## src/rtl/result_capture_pkg.sv

```systemverilog
// Shared defaults and types for the result-capture block.
// Entry layout everywhere: {arg, result}, arg in the upper WIDTH bits.
package result_capture_pkg;

  localparam int DEF_WIDTH = 8;
  localparam int DEF_DEPTH = 8;
  localparam int LED_W     = 8;

  typedef enum logic {
    ARMED,
    DISARMED
  } arm_state_e;

endpackage

```

## src/rtl/result_capture_if.sv

```systemverilog
// Call bus between the upstream sequencer / function block and the capture unit.
interface result_capture_if
  import result_capture_pkg::*;
#(
  parameter int WIDTH = DEF_WIDTH
) ();

  logic             ready;
  logic             done;
  logic [WIDTH-1:0] arg;
  logic [WIDTH-1:0] result;

  modport master (output ready, output done, output arg, output result);
  modport slave  (input  ready, input  done, input  arg, input  result);

endinterface

```

## src/rtl/result_capture_fifo.sv

```systemverilog
// capture_fifo: DEPTH-entry FIFO of {arg, result} pairs with count, flags and
// a sticky overflow flag for pushes dropped while full.
module capture_fifo
  import result_capture_pkg::*;
#(
  parameter int WIDTH = DEF_WIDTH,
  parameter int DEPTH = DEF_DEPTH
) (
  input  logic                     clk,
  input  logic                     rst,
  input  logic                     i_push,
  input  logic                     i_pop,
  input  logic [2*WIDTH-1:0]       i_din,
  output logic [2*WIDTH-1:0]       o_dout,
  output logic [$clog2(DEPTH):0]   o_count,
  output logic                     o_empty,
  output logic                     o_full,
  output logic                     o_overflow
);

  localparam int AW = $clog2(DEPTH);
  localparam int CW = AW + 1;

  logic [2*WIDTH-1:0] r_mem [DEPTH];
  logic [AW-1:0]      r_wr_ptr;
  logic [AW-1:0]      r_rd_ptr;
  logic [CW-1:0]      r_count;
  logic               r_overflow;

  logic w_empty;
  logic w_full;
  logic w_do_pop;
  logic w_do_push;

  assign w_empty   = (r_count == '0);
  assign w_full    = (r_count == CW'(DEPTH));
  // A pop frees a slot in the same cycle, so a push while full still lands.
  assign w_do_pop  = i_pop && !w_empty;
  assign w_do_push = i_push && (!w_full || w_do_pop);

  always_ff @(posedge clk) begin
    if (rst) begin
      r_wr_ptr   <= '0;
      r_rd_ptr   <= '0;
      r_count    <= '0;
      r_overflow <= 1'b0;
    end else begin
      if (w_do_push) r_wr_ptr <= r_wr_ptr + 1'b1;
      if (w_do_pop)  r_rd_ptr <= r_rd_ptr + 1'b1;
      if (i_push && !w_do_push) r_overflow <= 1'b1;
      case ({w_do_push, w_do_pop})
        2'b10:   r_count <= r_count + 1'b1;
        2'b01:   r_count <= r_count - 1'b1;
        default: r_count <= r_count;
      endcase
    end
  end

  always_ff @(posedge clk) begin
    if (w_do_push) r_mem[r_wr_ptr] <= i_din;
  end

  assign o_dout     = r_mem[r_rd_ptr];
  assign o_count    = r_count;
  assign o_empty    = w_empty;
  assign o_full     = w_full;
  assign o_overflow = r_overflow;

endmodule

```

## src/rtl/result_capture.sv

```systemverilog
// result_capture: captures each completed function call once into a FIFO,
// pops on a synchronised push-button press and shows the head entry on LED.
module result_capture
  import result_capture_pkg::*;
#(
  parameter int WIDTH = DEF_WIDTH,
  parameter int DEPTH = DEF_DEPTH
) (
  input  logic                   CLOCK_50,
  input  logic                   RESET,
  result_capture_if.slave        call,
  input  logic                   step_n,
  input  logic                   sel,
  output logic [LED_W-1:0]       LED,
  output logic [$clog2(DEPTH):0] count,
  output logic                   empty,
  output logic                   full,
  output logic                   overflow
);

  localparam int EXT_W = (WIDTH > LED_W) ? WIDTH : LED_W;

  arm_state_e r_arm;
  arm_state_e w_arm_nxt;
  logic       w_capture;

  logic r_step_meta;
  logic r_step_sync;
  logic r_step_prev;
  logic w_pop_req;

  logic [2*WIDTH-1:0] w_head;
  logic [WIDTH-1:0]   w_field;
  logic [EXT_W-1:0]   w_ext;

  always_ff @(posedge CLOCK_50) begin
    if (RESET) r_arm <= ARMED;
    else       r_arm <= w_arm_nxt;
  end

  // Re-arm only once ready drops, so a long ready&done yields one capture.
  always_comb begin
    w_arm_nxt = r_arm;
    w_capture = 1'b0;
    case (r_arm)
      ARMED: begin
        if (call.ready && call.done) begin
          w_capture = 1'b1;
          w_arm_nxt = DISARMED;
        end
      end
      DISARMED: begin
        if (!call.ready) w_arm_nxt = ARMED;
      end
      default: w_arm_nxt = ARMED;
    endcase
  end

  always_ff @(posedge CLOCK_50) begin
    if (RESET) begin
      r_step_meta <= 1'b1;
      r_step_sync <= 1'b1;
      r_step_prev <= 1'b1;
    end else begin
      r_step_meta <= step_n;
      r_step_sync <= r_step_meta;
      r_step_prev <= r_step_sync;
    end
  end

  assign w_pop_req = r_step_prev && !r_step_sync;

  capture_fifo #(
    .WIDTH (WIDTH),
    .DEPTH (DEPTH)
  ) u_fifo (
    .clk        (CLOCK_50),
    .rst        (RESET),
    .i_push     (w_capture),
    .i_pop      (w_pop_req),
    .i_din      ({call.arg, call.result}),
    .o_dout     (w_head),
    .o_count    (count),
    .o_empty    (empty),
    .o_full     (full),
    .o_overflow (overflow)
  );

  assign w_field = sel ? w_head[2*WIDTH-1:WIDTH] : w_head[WIDTH-1:0];
  assign w_ext   = EXT_W'(w_field);
  assign LED     = empty ? '0 : w_ext[LED_W-1:0];

endmodule

```

## src/flat_wrapper.sv

```systemverilog
// flat-port wrapper written by rule: the top's interface ports become plain ports
module result_capture_flat import result_capture_pkg::*;
#(
  parameter int WIDTH = DEF_WIDTH,
  parameter int DEPTH = DEF_DEPTH
)
  (CLOCK_50, RESET, step_n, sel, LED, count, empty, full, overflow, call_ready, call_done, call_arg, call_result);
  result_capture_if #(.WIDTH(WIDTH)) call_i ();
  input  logic CLOCK_50;
  input  logic RESET;
  input  logic step_n;
  input  logic sel;
  output logic [LED_W-1:0] LED;
  output logic [$clog2(DEPTH):0] count;
  output logic empty;
  output logic full;
  output logic overflow;
  input wire logic [$bits(call_i.ready)-1:0] call_ready;
  input wire logic [$bits(call_i.done)-1:0] call_done;
  input wire logic [$bits(call_i.arg)-1:0] call_arg;
  input wire logic [$bits(call_i.result)-1:0] call_result;
  assign call_i.ready = call_ready;
  assign call_i.done = call_done;
  assign call_i.arg = call_arg;
  assign call_i.result = call_result;
  result_capture #(.WIDTH(WIDTH), .DEPTH(DEPTH)) u_core (.CLOCK_50(CLOCK_50), .RESET(RESET), .call(call_i), .step_n(step_n), .sel(sel), .LED(LED), .count(count), .empty(empty), .full(full), .overflow(overflow));
endmodule
```

## config.mk

```make
export PLATFORM = sky130hd
export DESIGN_NAME = result_capture_flat
export DESIGN_NICKNAME = d
export VERILOG_FILES = /design/src/rtl/result_capture_pkg.sv /design/src/rtl/result_capture_if.sv /design/src/rtl/result_capture_fifo.sv /design/src/rtl/result_capture.sv /design/src/flat_wrapper.sv
export SDC_FILE = /design/constraint.sdc
export NUM_CORES = 1
export LEC_CHECK = 0
export CAP_MARGIN = 20
export CORE_MARGIN = 1
export CORE_UTILIZATION = 45
export DETAILED_ROUTE_END_ITERATION = 6
export GPL_ROUTABILITY_DRIVEN = 0
export PLACE_DENSITY = 0.73
export SLEW_MARGIN = 20
export SYNTH_ARGS = -nofsm -noshare
export SYNTH_HDL_FRONTEND = slang
export SYNTH_SLANG_ARGS = --single-unit
```

## constraint.sdc

```tcl
create_clock -name CLOCK_50 -period 4.4 [get_ports CLOCK_50]
set_clock_uncertainty 0.1 [all_clocks]
set_input_delay 1.32 -clock CLOCK_50 [delete_from_list [all_inputs] [get_ports CLOCK_50]]
set_output_delay 1.32 -clock CLOCK_50 [all_outputs]
set_load 0.05 [all_outputs]
```

==> flow_metrics.py, run 1 <==
metrics = {
    "drt": {
        "via_per_inst": 5.36,
        "wire_per_inst_microns": 19.3,
        "vias": 2823,
        "wirelength_microns": 10100,
        "ant_nets": 0,
        "dr.pass1.iters": 4,
        "drc": 0,
        "drtIter0Drc": 218,
    },
    "yosys": {
        "synthArstFlopShare_pct": 0,
        "syn_area_per_cell_sq_um": 19.6,
        "synth_top_area_share_pct": 67.3,
        "synth_area_sq_um": 5710,
        "yosysWarnings": 0,
        "synth_edf_count": 128,
        "ys_types": 38,
        "synth.ff_latch_count": 146,
        "synth_area_leaders": "edfxtp_1 67%, mux4_2 13%, dfxtp_1 6.3%",
        "syn_nets": 319,
        "synth_flop_cell": "edfxtp_1",
        "syn_inst": 292,
        "synth_top_area_cell": "edfxtp_1",
        "yosysSeqAreaShare_pct": 73.6,
    },
    "floorplanning": {
        "io_pins": 37,
        "fp.dieH_microns": 115,
        "fp.dieW_microns": 115,
        "die-area_sq_um": 13100,
        "fp-row-count": 40,
        "core_sq_um": 12200,
        "start_util_pct": 46.8,
    },
    "clock_tree": {
        "holdBufCountCts": 0,
        "cts_root_buffer": "clkbuf_16",
        "clk_latency_ns": 0.41,
        "htree_levels": 4,
        "clock-sinks": 146,
        "cts_tree": "done",
        "clockBufferDepth": 2,
        "cts.clk_slew.worst_paths_ns": 0.06,
        "cts_setup_buffers": 0,
        "ctsResizeCount": 0,
        "cts_buffers": 17,
    },
    "global_route": {
        "antenna_found_initial": 0,
        "grt_overflow": 0,
        "grt_pass1_wl_microns": 16000,
        "grt_max_degree": 33,
        "grt_pass1_vias": 2943,
        "grt_usage_pct": 17.3,
    },
    "timing": {
        "slew_viol_final": 0,
        "min_period_ns": 4.01,
        "relSlewSlack_pct": 42.9,
        "post-route-period-util_pct": 91.2,
        "setup_viol": 0,
        "worst_pin_slew_ns": 0.847,
        "rsz0062_at_grt": "no",
        "max_freq_mhz": 249,
        "timing.final.hold_violations": 0,
        "fin_setup_tns_ns": 0,
    },
    "power_and_ir_drop": {
        "power_density_nw_per_um2": 438,
        "combPwrFrac_pct": 7.5,
        "p_leak_nw": 2.29,
        "intPower_mw": 2.40,
        "p_sw_share_pct": 21.6,
        "clock_power_share_pct": 42.4,
        "p_seq_share_pct": 50.1,
        "ir_worst_vdd_v": 0.000204,
        "switching_power_mw": 0.661,
    },
    "setup_path": {
        "rrSetupSlack_ns": 1.81,
        "critPathLaunchType": "input port",
        "regToRegEndpoint": "u_core.u_fifo.o_count[3]$_SDFFE_PP0P_",
        "path_class": "input port to output pin",
        "crit_path_end_kind": "output pin",
        "worstReg2RegStart": "u_core.u_fifo.o_count[3]$_SDFFE_PP0P_",
        "critPathArrivalTime_ns": 2.59,
        "path_max_fanout": 16,
        "crit_required_ns": 2.98,
        "rr_worst_depth": 8,
    },
    "cells_and_area": {
        "final_common_cell": "edfxtp_1",
        "fin_area_sq_um": 6990,
        "final_cell_mix": "128 x edfxtp_1, 32 x mux4_2, 28 x clkdlybuf4s50_1",
        "drive_gt1_share_pct": 27.3,
        "syn2layout_area_growth_pct": 22.4,
        "diodes": 0,
        "fillerInstances": 949,
        "nets": 373,
    },
    "job": {
        "cap_violations": 0,
    },
    "min_path": {
        "whs_endpoint": "u_core.r_step_sync$_SDFF_PP1_",
        "hp-start": "u_core.r_step_meta$_SDFF_PP1_",
        "hold_path_class": "flop to flop",
        "hold_depth": 1,
    },
    "place": {
        "io_buffers": 36,
        "dp_hpwl_microns": 6180,
        "place_area_sq_um": 6450,
    },
    "status": {
        "outcome": "finished clean",
    },
}
per-layer routing:
layer / global-route usage (%) / wire length (microns) / vias up
li1: - / - / 1283
met1: 21.7 / 4300 / 1451
met2: 27.8 / 5090 / 78
met3: 5.29 / 571 / 11
met4: 7.71 / 184 / 0
met5: 0 / 0 / -
registers in the layout, summed over array words and instances, names as in the netlist, named ones only:
name and count:
u_core.r_step_sync 1, u_core.r_step_prev 1, u_core.r_step_meta 1, u_core.u_fifo.r_rd_ptr 3
u_core.u_fifo.r_mem 128, u_core.u_fifo.r_wr_ptr 3, u_core.r_arm 1, u_core.u_fifo.o_overflow 1
u_core.u_fifo.o_count 4
synthesized netlist by cell type (all sizes together), types with 2 or more instances:
cell	instances
buf	8
nor2	17
nand2	8
xnor2	2
clkbuf	5
mux4	32
xor2	3
nor3	5
nor2b	3
dfxtp	18
mux2	4
a22oi	2
nand2b	4
mux2i	16
o22ai	8
inv	4
ha	4
a21oi	4
edfxtp	128
nand3	2
or2	3
kinds of logic after synthesis:
group | synth area share, %
AO/OA/AOI/OAI | 2.26
XOR/XNOR | 0.767
adder cells (fa/ha/maj) | 1.23
buffers and inverters | 1.40
flip-flops | 73.6
multiplexers | 16.3
AND/OR/NAND/NOR | 4.43
power by group through the flow:
stage	Combinational [mW]	Sequential [mW]	Clock, mW
after floorplan	0.119	1.57	0
after global placement	0.225	1.56	0
after detailed placement	0.230	1.56	0
after CTS	0.230	1.53	1.33
after global routing	0.242	1.53	1.39
final	0.228	1.53	1.30
worst max path at each step:
stage          from     end  slack, ns  depth (start not counted)
6_report        sel  LED[0]       0.39                          5
3_5_place_dp    sel  LED[0]       0.38                          5
3_3_place_gp    sel  LED[0]       0.40                          5
5_1_grt         sel  LED[0]       0.30                          5
2_1_floorplan   sel  LED[0]       0.07                          4
4_1_cts         sel  LED[0]       0.38                          5
worst max-delay path: stages:
cell             delay [ns]
clkdlybuf4s50_1        0.50
buf_12                 0.19
mux2i_1                0.21
o22ai_1                0.15
buf_12                 0.20
metrics by stage:
step           hold WS (ns)  power (mW)  setup slack, ns  utilization, %  std cells
6_report              0.321        3.06            0.389            57.2        527
5_1_grt               0.352        3.17            0.302            57.2        527
4_1_cts               0.311        3.09            0.379            57.2        527
3_5_place_dp          0.297        1.79            0.378            52.8        495
3_3_place_gp          0.291        1.79            0.397            52.8        495
2_1_floorplan         0.289        1.69           0.0667               -        292
final cells by class:
| cell class | count | area (sq um) | area share (%) |
|---|---|---|---|
| Sequential cell | 146 | 4210 | 60.2 |
| Multi-Input combinational cell | 128 | 1450 | 20.8 |
| Timing Repair Buffer | 48 | 556 | 7.95 |
| Clock buffer | 19 | 433 | 6.20 |
| Tap cell | 168 | 210 | 3.01 |
| Clock inverter | 13 | 109 | 1.56 |
| Inverter | 5 | 23.8 | 0.340 |
No activity file was read; power rests on OpenSTA's default activity.
==> run 2, diff against run 1 <==
SETUP_SLACK_MARGIN = 0.2   (was not set)
==> run 2 against run 1 <==
Effect of this change:
- sequential share of layout area fell by 0.84 points
- critical path depth did not move
- flip-flop and latch count did not move
- via count barely moved
- core utilization rose by 0.81 points
- highest routed layer unchanged
- critical endpoint is now LED[7]
- power rose by 3.2%
- register-to-register slack barely moved
- final area rose by 1.4%
- worst setup slack got worse by 0.026 ns
==> flow_metrics.py, run 2 (synthesis results as in run 1) <==
metrics = {
    "status": {
        "outcome": "finished clean",
    },
    "setup_path": {
        "crit_required_ns": 2.98,
        "regToRegEndpoint": "u_core.u_fifo.o_count[3]$_SDFFE_PP0P_",
        "startpoint": "sel",
        "slowest_delay_ns": 0.50,
        "critPathLaunchType": "input port",
        "critPathArrivalTime_ns": 2.62,
        "crit_path_end_kind": "output pin",
        "rrSetupSlack_ns": 1.81,
        "cp_common_cell": "buf_12",
        "path_max_fanout": 16,
        "worstSetupEndpoint": "LED[7]",
        "path_class": "input port to output pin",
        "worstReg2RegStart": "u_core.u_fifo.o_count[3]$_SDFFE_PP0P_",
        "cpMaxStageDelayCell": "clkdlybuf4s50_1",
        "rr_worst_depth": 8,
        "crit_chain": "clkdlybuf4s50_1, buf_12, mux2i_1, o22ai_2, buf_12",
    },
    "timing": {
        "post-route-period-util_pct": 91.7,
        "worst_pin_slew_ns": 0.832,
        "max_freq_mhz": 248,
        "rsz0062_at_grt": "no",
        "setup_viol": 0,
        "slew_viol_final": 0,
        "min_period_ns": 4.04,
        "timing.final.hold_violations": 0,
        "relSlewSlack_pct": 44.0,
        "setup_slack_ns": 0.363,
        "fin_setup_tns_ns": 0,
    },
    "cells_and_area": {
        "fin_cells": 529,
        "diodes": 0,
        "final_common_cell": "edfxtp_1",
        "fillerInstances": 923,
        "syn2layout_area_growth_pct": 24.1,
        "drive_gt1_share_pct": 29.1,
        "largest_reg_flops": 128,
        "nets": 375,
        "largest-register": "u_core.u_fifo.r_mem",
        "final_cell_mix": "128 x edfxtp_1, 32 x mux4_2, 28 x clkdlybuf4s50_1",
    },
    "floorplanning": {
        "fp.dieW_microns": 115,
        "fp-row-count": 40,
        "fp.dieH_microns": 115,
        "io_pins": 37,
        "core_sq_um": 12200,
        "start_util_pct": 46.8,
        "die-area_sq_um": 13100,
    },
    "power_and_ir_drop": {
        "ir_worst_vdd_v": 0.000223,
        "switching_power_mw": 0.651,
        "power_density_nw_per_um2": 446,
        "power_mw": 3.16,
        "clock_power_share_pct": 44.0,
        "p_seq_share_pct": 48.7,
        "combPwrFrac_pct": 7.3,
        "intPower_mw": 2.51,
        "p_sw_share_pct": 20.6,
        "p_leak_nw": 2.32,
    },
    "clock_tree": {
        "cts_setup_buffers": 0,
        "holdBufCountCts": 0,
        "cts_root_buffer": "clkbuf_16",
        "ctsResizeCount": 0,
        "cts_tree": "done",
        "cts.clk_slew.worst_paths_ns": 0.05,
        "clock-sinks": 146,
        "clk_latency_ns": 0.41,
        "cts_buffers": 17,
        "clockBufferDepth": 2,
        "htree_levels": 4,
    },
    "drt": {
        "drc": 0,
        "ant_nets": 0,
        "via_per_inst": 5.33,
        "drtIter0Drc": 286,
        "dr.pass1.iters": 5,
        "wire_per_inst_microns": 19.8,
        "vias": 2822,
        "wirelength_microns": 10500,
    },
    "global_route": {
        "antenna_found_initial": 0,
        "grt_usage_pct": 17.8,
        "grt_pass1_vias": 3012,
        "grt_pass1_wl_microns": 16300,
        "grt_max_degree": 33,
        "grt_overflow": 0,
    },
    "place": {
        "place_ws_ns": 0.342,
        "place_inst": 497,
        "dp_hpwl_microns": 6200,
        "io_buffers": 36,
    },
    "job": {
        "cap_violations": 0,
    },
    "min_path": {
        "hold_path_class": "flop to flop",
    },
}
-- run 2: cell count changes in the layout (fill, tap and decap cells not counted), sizes merged --
| cell | change |
|---|---|
| buf | +2 |
| clkinvlp | +1 |
| inv | -3 |
| bufinv | +2 |
-- run 2: how the worst min path moves through the flow --
stage,startpoint,to,slack [ns],depth (start not counted)
2_1_floorplan,u_core.r_step_meta$_SDFF_PP1_,u_core.r_step_sync$_SDFF_PP1_,0.29,1
3_3_place_gp,u_core.r_step_meta$_SDFF_PP1_,u_core.r_step_sync$_SDFF_PP1_,0.29,1
3_5_place_dp,u_core.r_step_meta$_SDFF_PP1_,u_core.r_step_sync$_SDFF_PP1_,0.30,1
4_1_cts,u_core.r_step_meta$_SDFF_PP1_,u_core.r_step_sync$_SDFF_PP1_,0.31,1
5_1_grt,u_core.r_step_meta$_SDFF_PP1_,u_core.r_step_sync$_SDFF_PP1_,0.33,1
6_report,u_core.r_step_meta$_SDFF_PP1_,u_core.r_step_sync$_SDFF_PP1_,0.32,1
-- run 2: critical path: cells and delay by family --
family                 cells  cell delay (ns)
AOI/OAI and AO/OA          1             0.14
buffers and inverters      3             0.88
muxes                      1             0.27
-- run 2: layout make-up --
| cell class | count | area [sq um] | share of cell area (%) |
|---|---|---|---|
| Clock buffer | 19 | 433 | 6.11 |
| Tap cell | 168 | 210 | 2.97 |
| Inverter | 5 | 23.8 | 0.335 |
| Multi-Input combinational cell | 128 | 1500 | 21.2 |
| Clock inverter | 13 | 143 | 2.01 |
| Timing Repair Buffer | 50 | 571 | 8.05 |
| Sequential cell | 146 | 4210 | 59.3 |
-- run 2: through the flow --
stage	instance area (sq um)	hold slack, ns	util (%)
floorplan	5760	0.289	-
global placement	6510	0.292	53.3
finish	7090	0.315	58.0
CTS	7090	0.314	58.0
detailed placement	6510	0.297	53.3
global route	7090	0.327	58.0
-- run 2: power by group through the flow --
stage | Sequential, mW | Clock [mW] | Combinational, mW
floorplan | 1.57 | 0 | 0.127
global placement | 1.56 | 0 | 0.229
detailed placement | 1.57 | 0 | 0.234
CTS | 1.54 | 1.41 | 0.235
global route | 1.54 | 1.46 | 0.246
finish | 1.54 | 1.39 | 0.232
-- run 2: layer usage --
metal | vias to the layer above | wire [microns] | track usage (%)
met5 | - | 0 | 0
met4 | 0 | 227 | 8.92
met3 | 15 | 553 | 4.82
met2 | 90 | 5380 | 29.9
met1 | 1428 | 4290 | 21.1
li1 | 1289 | - | -
==> run 3, diff against run 2 <==
ABC_AREA = 1   (was not set)
GPL_TIMING_DRIVEN = 0   (was not set)
RECOVER_POWER = 25   (was not set)
==> run 3 against run 2 <==
Effect of this change:
- critical path depth unchanged
- sequential power about the same
- power decreased by 1.1%
- cell count up 48%
- non-clock buffer count rose by 17
- clock-buffer cell count rose by 3
- sequential share of layout area is 1.4 points lower
- clock power is 9% lower
- core utilization fell by 1.4 points
- largest power group unchanged
==> flow_metrics.py, run 3 <==
metrics = {
    "cells_and_area": {
        "multi_input_area_sq_um": 1560,
        "diodes": 0,
        "final_common_cell": "nand2_1",
        "final_util_pct": 56.6,
        "syn2layout_area_growth_pct": 20.3,
        "final_cell_mix": "179 x nand2_1, 128 x edfxtp_1, 105 x nand3_1",
        "drive_gt1_share_pct": 11.5,
        "nets": 623,
        "seq_area_sq_um": 4200,
        "fin_area_sq_um": 7260,
        "fillerInstances": 1061,
        "largest-register": "u_core.u_fifo.r_mem",
        "largest_reg_flops": 128,
    },
    "global_route": {
        "grt_max_degree": 17,
        "grt_pass1_vias": 4336,
        "grt_pass1_wl_microns": 22500,
        "antenna_found_initial": 0,
        "grt_usage_pct": 21.6,
        "grt_overflow": 0,
    },
    "setup_path": {
        "rrSetupSlack_ns": 2.16,
        "critPathLaunchType": "input port",
        "worstReg2RegStart": "u_core.u_fifo.o_count[1]$_SDFFE_PP0P_",
        "startpoint": "sel",
        "crit_path_end_kind": "output pin",
        "path_class": "input port to output pin",
        "critPathArrivalTime_ns": 2.45,
        "crit_required_ns": 2.98,
        "path_max_fanout": 9,
    },
    "power_and_ir_drop": {
        "combPwrFrac_pct": 10.3,
        "power_density_nw_per_um2": 430,
        "ir_worst_vdd_v": 0.000298,
        "switching_power_mw": 0.730,
        "p_sw_share_pct": 23.4,
        "intPower_mw": 2.39,
        "p_leak_nw": 2.82,
        "clock_power_share_pct": 40.4,
        "p_seq_share_pct": 49.3,
    },
    "yosys": {
        "synth_most_common_cell": "nand2_1",
        "syn_area_per_cell_sq_um": 11.3,
        "syn_inst": 534,
        "synth_area_leaders": "edfxtp_1 64%, nand2_1 11%, nand3_1 8.7%",
        "synth.ff_latch_count": 146,
        "synth_edf_count": 128,
        "synth_area_sq_um": 6040,
        "syn_nets": 561,
        "synthArstFlopShare_pct": 0,
        "ys_top_cells_by_count": "179 x nand2_1, 128 x edfxtp_1, 105 x nand3_1",
        "yosysSeqAreaShare_pct": 69.7,
        "ys_types": 28,
        "synth_top_area_cell": "edfxtp_1",
        "yosysWarnings": 0,
        "synth_top_area_share_pct": 63.7,
        "synth_flop_cell": "edfxtp_1",
    },
    "clock_tree": {
        "clk_latency_ns": 0.41,
        "cts_root_buffer": "clkbuf_16",
        "ctsResizeCount": 0,
        "cts_buffers": 17,
        "cts.clk_slew.worst_paths_ns": 0.05,
        "clock-sinks": 146,
        "holdBufCountCts": 0,
        "clockBufferDepth": 2,
        "htree_levels": 4,
        "cts_setup_buffers": 0,
        "cts_tree": "done",
    },
    "timing": {
        "setup_viol": 0,
        "post-route-period-util_pct": 88.0,
        "worst_pin_slew_ns": 0.622,
        "fin_setup_tns_ns": 0,
        "relSlewSlack_pct": 58.5,
        "setup_slack_ns": 0.530,
        "max_freq_mhz": 258,
        "timing.final.hold_violations": 0,
        "rsz0062_at_grt": "no",
        "slew_viol_final": 0,
        "min_period_ns": 3.87,
    },
    "drt": {
        "vias": 4186,
        "via_per_inst": 5.36,
        "wirelength_microns": 13900,
        "drtIter0Drc": 489,
        "wire_per_inst_microns": 17.8,
        "drc": 0,
        "ant_nets": 0,
        "dr.pass1.iters": 5,
    },
    "floorplanning": {
        "start_util_pct": 47.1,
        "io_pins": 37,
        "fp-row-count": 41,
        "core_sq_um": 12800,
        "fp.dieH_microns": 118,
        "fp.dieW_microns": 118,
        "die-area_sq_um": 13900,
    },
    "place": {
        "place_ws_ns": 0.242,
        "place_area_sq_um": 6730,
        "io_buffers": 35,
        "dp_hpwl_microns": 9460,
    },
    "min_path": {
        "hp-start": "u_core.r_step_meta$_SDFF_PP1_",
        "hold_path_class": "flop to flop",
    },
    "status": {
        "outcome": "finished clean",
    },
    "job": {
        "cap_violations": 0,
    },
}
run 3: power groups by stage:
stage          sequential [mW]  clock [mW]  combinational [mW]
6_report                  1.54        1.26               0.321
5_1_grt                   1.54        1.33               0.348
4_1_cts                   1.54        1.28               0.322
3_5_place_dp              1.57           0               0.321
3_3_place_gp              1.57           0               0.307
2_1_floorplan             1.58           0               0.185
run 3: worst paths after layout:
path | end | cells after the start
worst max-delay path | LED[1] | 5
worst max register to register | u_core.u_fifo.r_mem[6][0]$_DFFE_PP_ | 7
worst min register to register | u_core.r_step_sync$_SDFF_PP1_ | 1
worst min-delay path | u_core.r_step_sync$_SDFF_PP1_ | 1
run 3: cell families (layout without fill, tap and decap cells):
| group | Yosys count | after routing | synth area share, % |
|---|---|---|---|
| and+or+nand+nor | 314 | 314 | 22.3 |
| DFF | 146 | 146 | 69.7 |
| adders and majority gates | 5 | 5 | 1.16 |
| buffers and inverters | 45 | 120 | 4.77 |
| AOI/OAI and AO/OA | 23 | 23 | 1.95 |
| xor gates and xnor gates | 1 | 1 | 0.145 |
run 3: critical path: stages:
cell and delay [ns]:
buf_6 0.12, inv_1 0.21, nand2_1 0.10, a21oi_1 0.23, dlymetal6s2s_1 0.47
run 3: area by class of cell:
type,instances,area share [%]
clock inverter,10,0.930
tap,172,2.96
sequential,146,57.9
clock buffer,22,6.12
buffer,24,2.88
inverter,21,1.09
timing repair buffer,43,6.60
multi-input combinational,343,21.5
run 3: metrics by stage:
step | hold slack [ns] | power, mW | std cells
2_1_floorplan | 0.289 | 1.76 | 534
3_3_place_gp | 0.292 | 1.87 | 741
3_5_place_dp | 0.299 | 1.89 | 749
4_1_cts | 0.312 | 3.14 | 781
5_1_grt | 0.335 | 3.22 | 781
6_report | 0.311 | 3.12 | 781
run 3: per-layer routing:
metal	share of wire (%)	GRT usage [%]
met5	0	0
met4	2.2	9.94
met3	7.4	4.75
met2	49	35.4
met1	41	27.3
==> patch 1, RTL diff (config.mk and constraints of run 2) <==
`DEF_DEPTH`: 8 -> 4.
--- a/src/rtl/result_capture_pkg.sv
+++ b/src/rtl/result_capture_pkg.sv
@@ -4,5 +4,5 @@
 
   localparam int DEF_WIDTH = 8;
-  localparam int DEF_DEPTH = 8;
+  localparam int DEF_DEPTH = 4;
   localparam int LED_W     = 8;
 
Ports: changed (resized count); port bits go from 37 to 36. No check against the original RTL was run, so the function may have changed too.
==> patch 1 against run 2 <==
Cell count down 39%; core utilization fell by 0.91 points; routed wire length shrank 50%; area after synthesis down 44%; sequential cell count is 68 lower; power fell by 55%; final area decreased by 45%; non-clock buffer count down 9; setup slack worse by 42 ps; via count is 42% lower; die area down 44%.
==> patch 1: results (changes against run 2) <==
metric;value;unit;change
xor/xnor share of the synthesized area;0.0138;;was 0.00767
Cells after Synth;176;;was 292
pwr/cell area;363;nW/um^2;was 446 nW/um^2
peak supply drop;0.000205;V;was 0.000223 V
drt first pass iters;4;;was 5
FF-to-FF Start;u_core.u_fifo.o_count[1];;was u_core.u_fifo.o_count[3]
Overall Global Routing Usage;0.158;;was 0.178
Lkg Pwr;1.28;nW;was 2.32 nW
Slew headroom;0.511;;was 0.440
Via density;5.13;;was 5.33
clock slew at reported path FFs;70;ps;was 50 ps
FILL cells;510;;was 923
reg-to-reg slack, setup;1990;ps;was 1810 ps
worst-skew pair later-pin latency;340;ps;was 410 ps
main area contributors after synthesis;edfxtp_1 (61%), dfxtp_1 (8.8%), mux4_2 (7.1%);;was edfxtp_1 (67%), mux4_2 (13%), dfxtp_1 (6.3%)
CTS buffer count;9;;was 17
sequential share of the synthesized area;0.694;;was 0.736
Synth cell types;33;;was 38
Synth Area in Compound Gates;0.0256;;was 0.0226
Post-Synth Adder-Cell Area;0.0221;;was 0.0123
most frequent cells after synthesis;edfxtp_1 (64), nor2_1 (16), dfxtp_1 (14);;was edfxtp_1 (128), mux4_2 (32), dfxtp_1 (18)
Seq. cell area;2200;sq um;was 4210 sq um
clock root cell;clkbuf_8;;was clkbuf_16
max reg flops;64;;was 128
largest net degree at the start of global routing;17;;was 33
EDFF count, synth;64;;was 128
PortBufs;35;;was 36
Post-Place Cells;305;;was 497
drt total wl;5210;microns;was 10500 microns
status;completed;;unchanged
post-synthesis mux area share;0.149;;was 0.163
Synthesized Nets;203;;was 319
multi-input logic area;888;sq um;was 1500 sq um
RR Endpoint;u_core.u_fifo.o_count[2];;was u_core.u_fifo.o_count[3]
clk_buf instances;10;;was 19
first-pass GRT wire length;8330;microns;was 16300 microns
Inverters;4;;was 5
DP HPWL;3500;microns;was 6200 microns
syn avg cell area;18.0;sq um;was 19.6 sq um
ClkCell Share;0.0464;;was 0.0812
final hold slack;312;ps;was 315 ps
met2 usage;0.240;;was 0.299
==> patch 1: changes by cell type in the layout (fill, tap and decap cells not counted), sizes merged, moves of 4 or more <==
cell / run 2 / this run
edfxtp: 128 / 64
mux4: 32 / 16
clkbuf: 19 / 10
buf: 22 / 14
o22ai: 8 / 0
mux2i: 16 / 9
nand2: 8 / 2
clkinv: 9 / 5
dfxtp: 18 / 14
mux2: 4 / 0
==> patch 1: worst max-delay path by stage <==
| stage | startpoint | end | slack, ps |
|---|---|---|---|
| floorplan | sel | LED[0] | 740 |
| global placement | sel | LED[2] | 340 |
| detailed placement | sel | LED[2] | 300 |
| CTS | sel | LED[2] | 310 |
| global route | sel | LED[2] | 250 |
| finish | sel | LED[2] | 320 |
==> patch 1: worst max-delay path, cell delays in order <==
cell and delay [ps]:
clkdlybuf4s50_1 790, mux2i_1 140, nor2_1 220, buf_12 170
==> patch 1: logic make-up (layout without fill, tap and decap cells) <==
kind of cell,Yosys count,in the layout
AOI/OAI and AO/OA,11,11
xor gates and xnor gates,5,5
adders and majority gates,5,5
buffers and inverters,12,61
DFF,78,78
muxes,25,25
and+or+nand+nor,40,40
==> patch 1: layer usage <==
layer  vias to the layer above  share of wire
li1                        771              -
met1                       824           0.46
met2                        45           0.48
met3                         8          0.046
met4                         0          0.016
met5                         -              0
==> patch 1: where the power goes <==
part	total, W	internal (W)	switching, W
Clock	0.000489	0.000255	0.000234
Combinational	0.0000983	0.0000480	0.0000504
Sequential	0.000819	0.000814	0.00000574
Total	0.00141	0.00112	0.000290
==> patch 1: through the flow <==
step | total power, W | worst slack [ps]
6_report | 0.00141 | 321
5_1_grt | 0.00146 | 248
4_1_cts | 0.00142 | 309
3_5_place_dp | 0.000936 | 301
3_3_place_gp | 0.000933 | 340
2_1_floorplan | 0.000885 | 735
==> patch 2, RTL diff (config.mk and constraints of run 2) <==
Without the edit above. Make the reset (`RESET` and `rst`) asynchronous in 3 clocked blocks.
--- a/src/rtl/result_capture_fifo.sv
+++ b/src/rtl/result_capture_fifo.sv
@@ -39,5 +39,5 @@
   assign w_do_push = i_push && (!w_full || w_do_pop);
 
-  always_ff @(posedge clk) begin
+  always_ff @(posedge clk or posedge rst) begin
     if (rst) begin
       r_wr_ptr   <= '0;
--- a/src/rtl/result_capture.sv
+++ b/src/rtl/result_capture.sv
@@ -34,5 +34,5 @@
   logic [EXT_W-1:0]   w_ext;
 
-  always_ff @(posedge CLOCK_50) begin
+  always_ff @(posedge CLOCK_50 or posedge RESET) begin
     if (RESET) r_arm <= ARMED;
     else       r_arm <= w_arm_nxt;
@@ -57,5 +57,5 @@
   end
 
-  always_ff @(posedge CLOCK_50) begin
+  always_ff @(posedge CLOCK_50 or posedge RESET) begin
     if (RESET) begin
       r_step_meta <= 1'b1;
Behaviour: differs if RESET is asserted again (counterexample within 4 cycles, from zero or initial values and one cycle with RESET high); with RESET held inactive, the same outputs for 10 cycles.
==> patch 2 against run 2 <==
Final area is 0.51% lower; setup slack better by 30 ps; sequential cell count is 3 lower; via count is 2.0% lower; register-to-register slack better by 160 ps; area after synthesis is 1.2% lower; highest routed layer unchanged; routed wire length is 1.1% lower; global-route usage is 0.088 points higher; first-iteration DRC count is 12% lower.
Power is not compared: it rests on default switching activity, and its combinational part moved more than twofold at a synthesized area within 25%.
==> patch 2: results (changes against run 2) <==
metric;value;unit;change
GR Layer Usage met3;0.0478;;was 0.0482
Signal buffers;56;;was 50
RR Endpoint;u_core.u_fifo.o_count[3];;unchanged
Vias;2766;;was 2822
post-CTS setup buffer count;0;;unchanged
ClkCell Share;0.0799;;was 0.0812
main area contributors after synthesis;edfxtp_1 (68%), mux4_2 (13%), dfrtp_1 (5.3%);;was edfxtp_1 (67%), mux4_2 (13%), dfxtp_1 (6.3%)
pre-CTS setup slack;376;ps;was 342 ps
met2 wire len;5230;microns;was 5380 microns
dpl cell area;6490;sq um;was 6510 sq um
largest net degree at the start of global routing;23;;was 33
ys async rst share;0.105;;was 0
min-delay src;u_core.r_step_meta;;unchanged
Final Util;0.582;;was 0.580
sequential share of the synthesized area;0.749;;was 0.736
Slew headroom;0.531;;was 0.440
final hold slack;256;ps;was 315 ps
clk sink count;143;;was 146
Overall Global Routing Usage;0.178;;about the same
Worst Setup EP;LED[6];;was LED[7]
reg-to-reg slack, setup;1970;ps;was 1810 ps
FILL cells;885;;was 923
Synth cell types;34;;was 38
Routed WL per cell;20.3;microns;was 19.8 microns
wire length on met3;528;microns;was 553 microns
drt first pass iters;4;;was 5
clk_buf instances;17;;was 19
GR Layer Usage met1;0.237;;was 0.211
EDFF count, synth;128;;unchanged
drt total wl;10300;microns;was 10500 microns
worst hold endpoint;u_core.r_step_sync;;unchanged
Synth Flop Type;edfxtp_1;;unchanged
worst r2r path cells;9;;was 8
ratio of cells with drive above 1 in the final layout;0.335;;was 0.291
first-pass GRT wire length;16300;microns;about the same
WP data arrival;2590;ps;was 2620 ps
sequential share of cell area;0.599;;was 0.593
fin nets;354;;was 375
multi-input logic area;1410;sq um;was 1500 sq um
FF-to-FF Start;u_core.u_fifo.o_count[0];;was u_core.u_fifo.o_count[3]
Inverters;4;;was 5
DP HPWL;6370;microns;was 6200 microns
1st-iter DRT viols;251;;was 286
status;completed;;unchanged
M1 WL;4430;microns;was 4290 microns
non-clk buf share;0.0891;;was 0.0805
vias in the first global route;2910;;was 3012
Synthesized Nets;291;;was 319
Post-Place Cells;476;;was 497
final worst setup slack;393;ps;was 363 ps
[patch 2: cell count changes after synthesis, sizes merged, moves of 3 or more]
cell / delta
dfrtp: +12
nor3: -3
xnor2: +3
dfxtp: -18
dfstp: +3
nor2b: -3
nor2: -10
[patch 2: worst register-to-register path: stages, from the launching register on]
cell and delay (ps):
dfrtp_1 490, nor4_4 500, nor2_4 130, nand2_1 120, inv_1 90, ha_1 340, nand3_1 100, and2_1 170
a22oi_2 200, xnor2_1 130
[patch 2: power breakdown]
group / switching [W] / total (W) / internal (W) / leakage, nW
logic: 0.000834 / 0.00164 / 0.000807 / 0.808
clock network: 0.000563 / 0.00135 / 0.000783 / 0.267
registers: 0.000153 / 0.00176 / 0.00160 / 1.33
[patch 2: cells by family after synthesis]
kind of cell | count (synthesis) | share of synthesized area
fa+ha+maj | 5 | 0.0124
mux | 53 | 0.169
compound gates | 14 | 0.0178
buf+inv | 16 | 0.0118
simple gates | 26 | 0.0297
flops | 143 | 0.749
xor+xnor | 7 | 0.0109
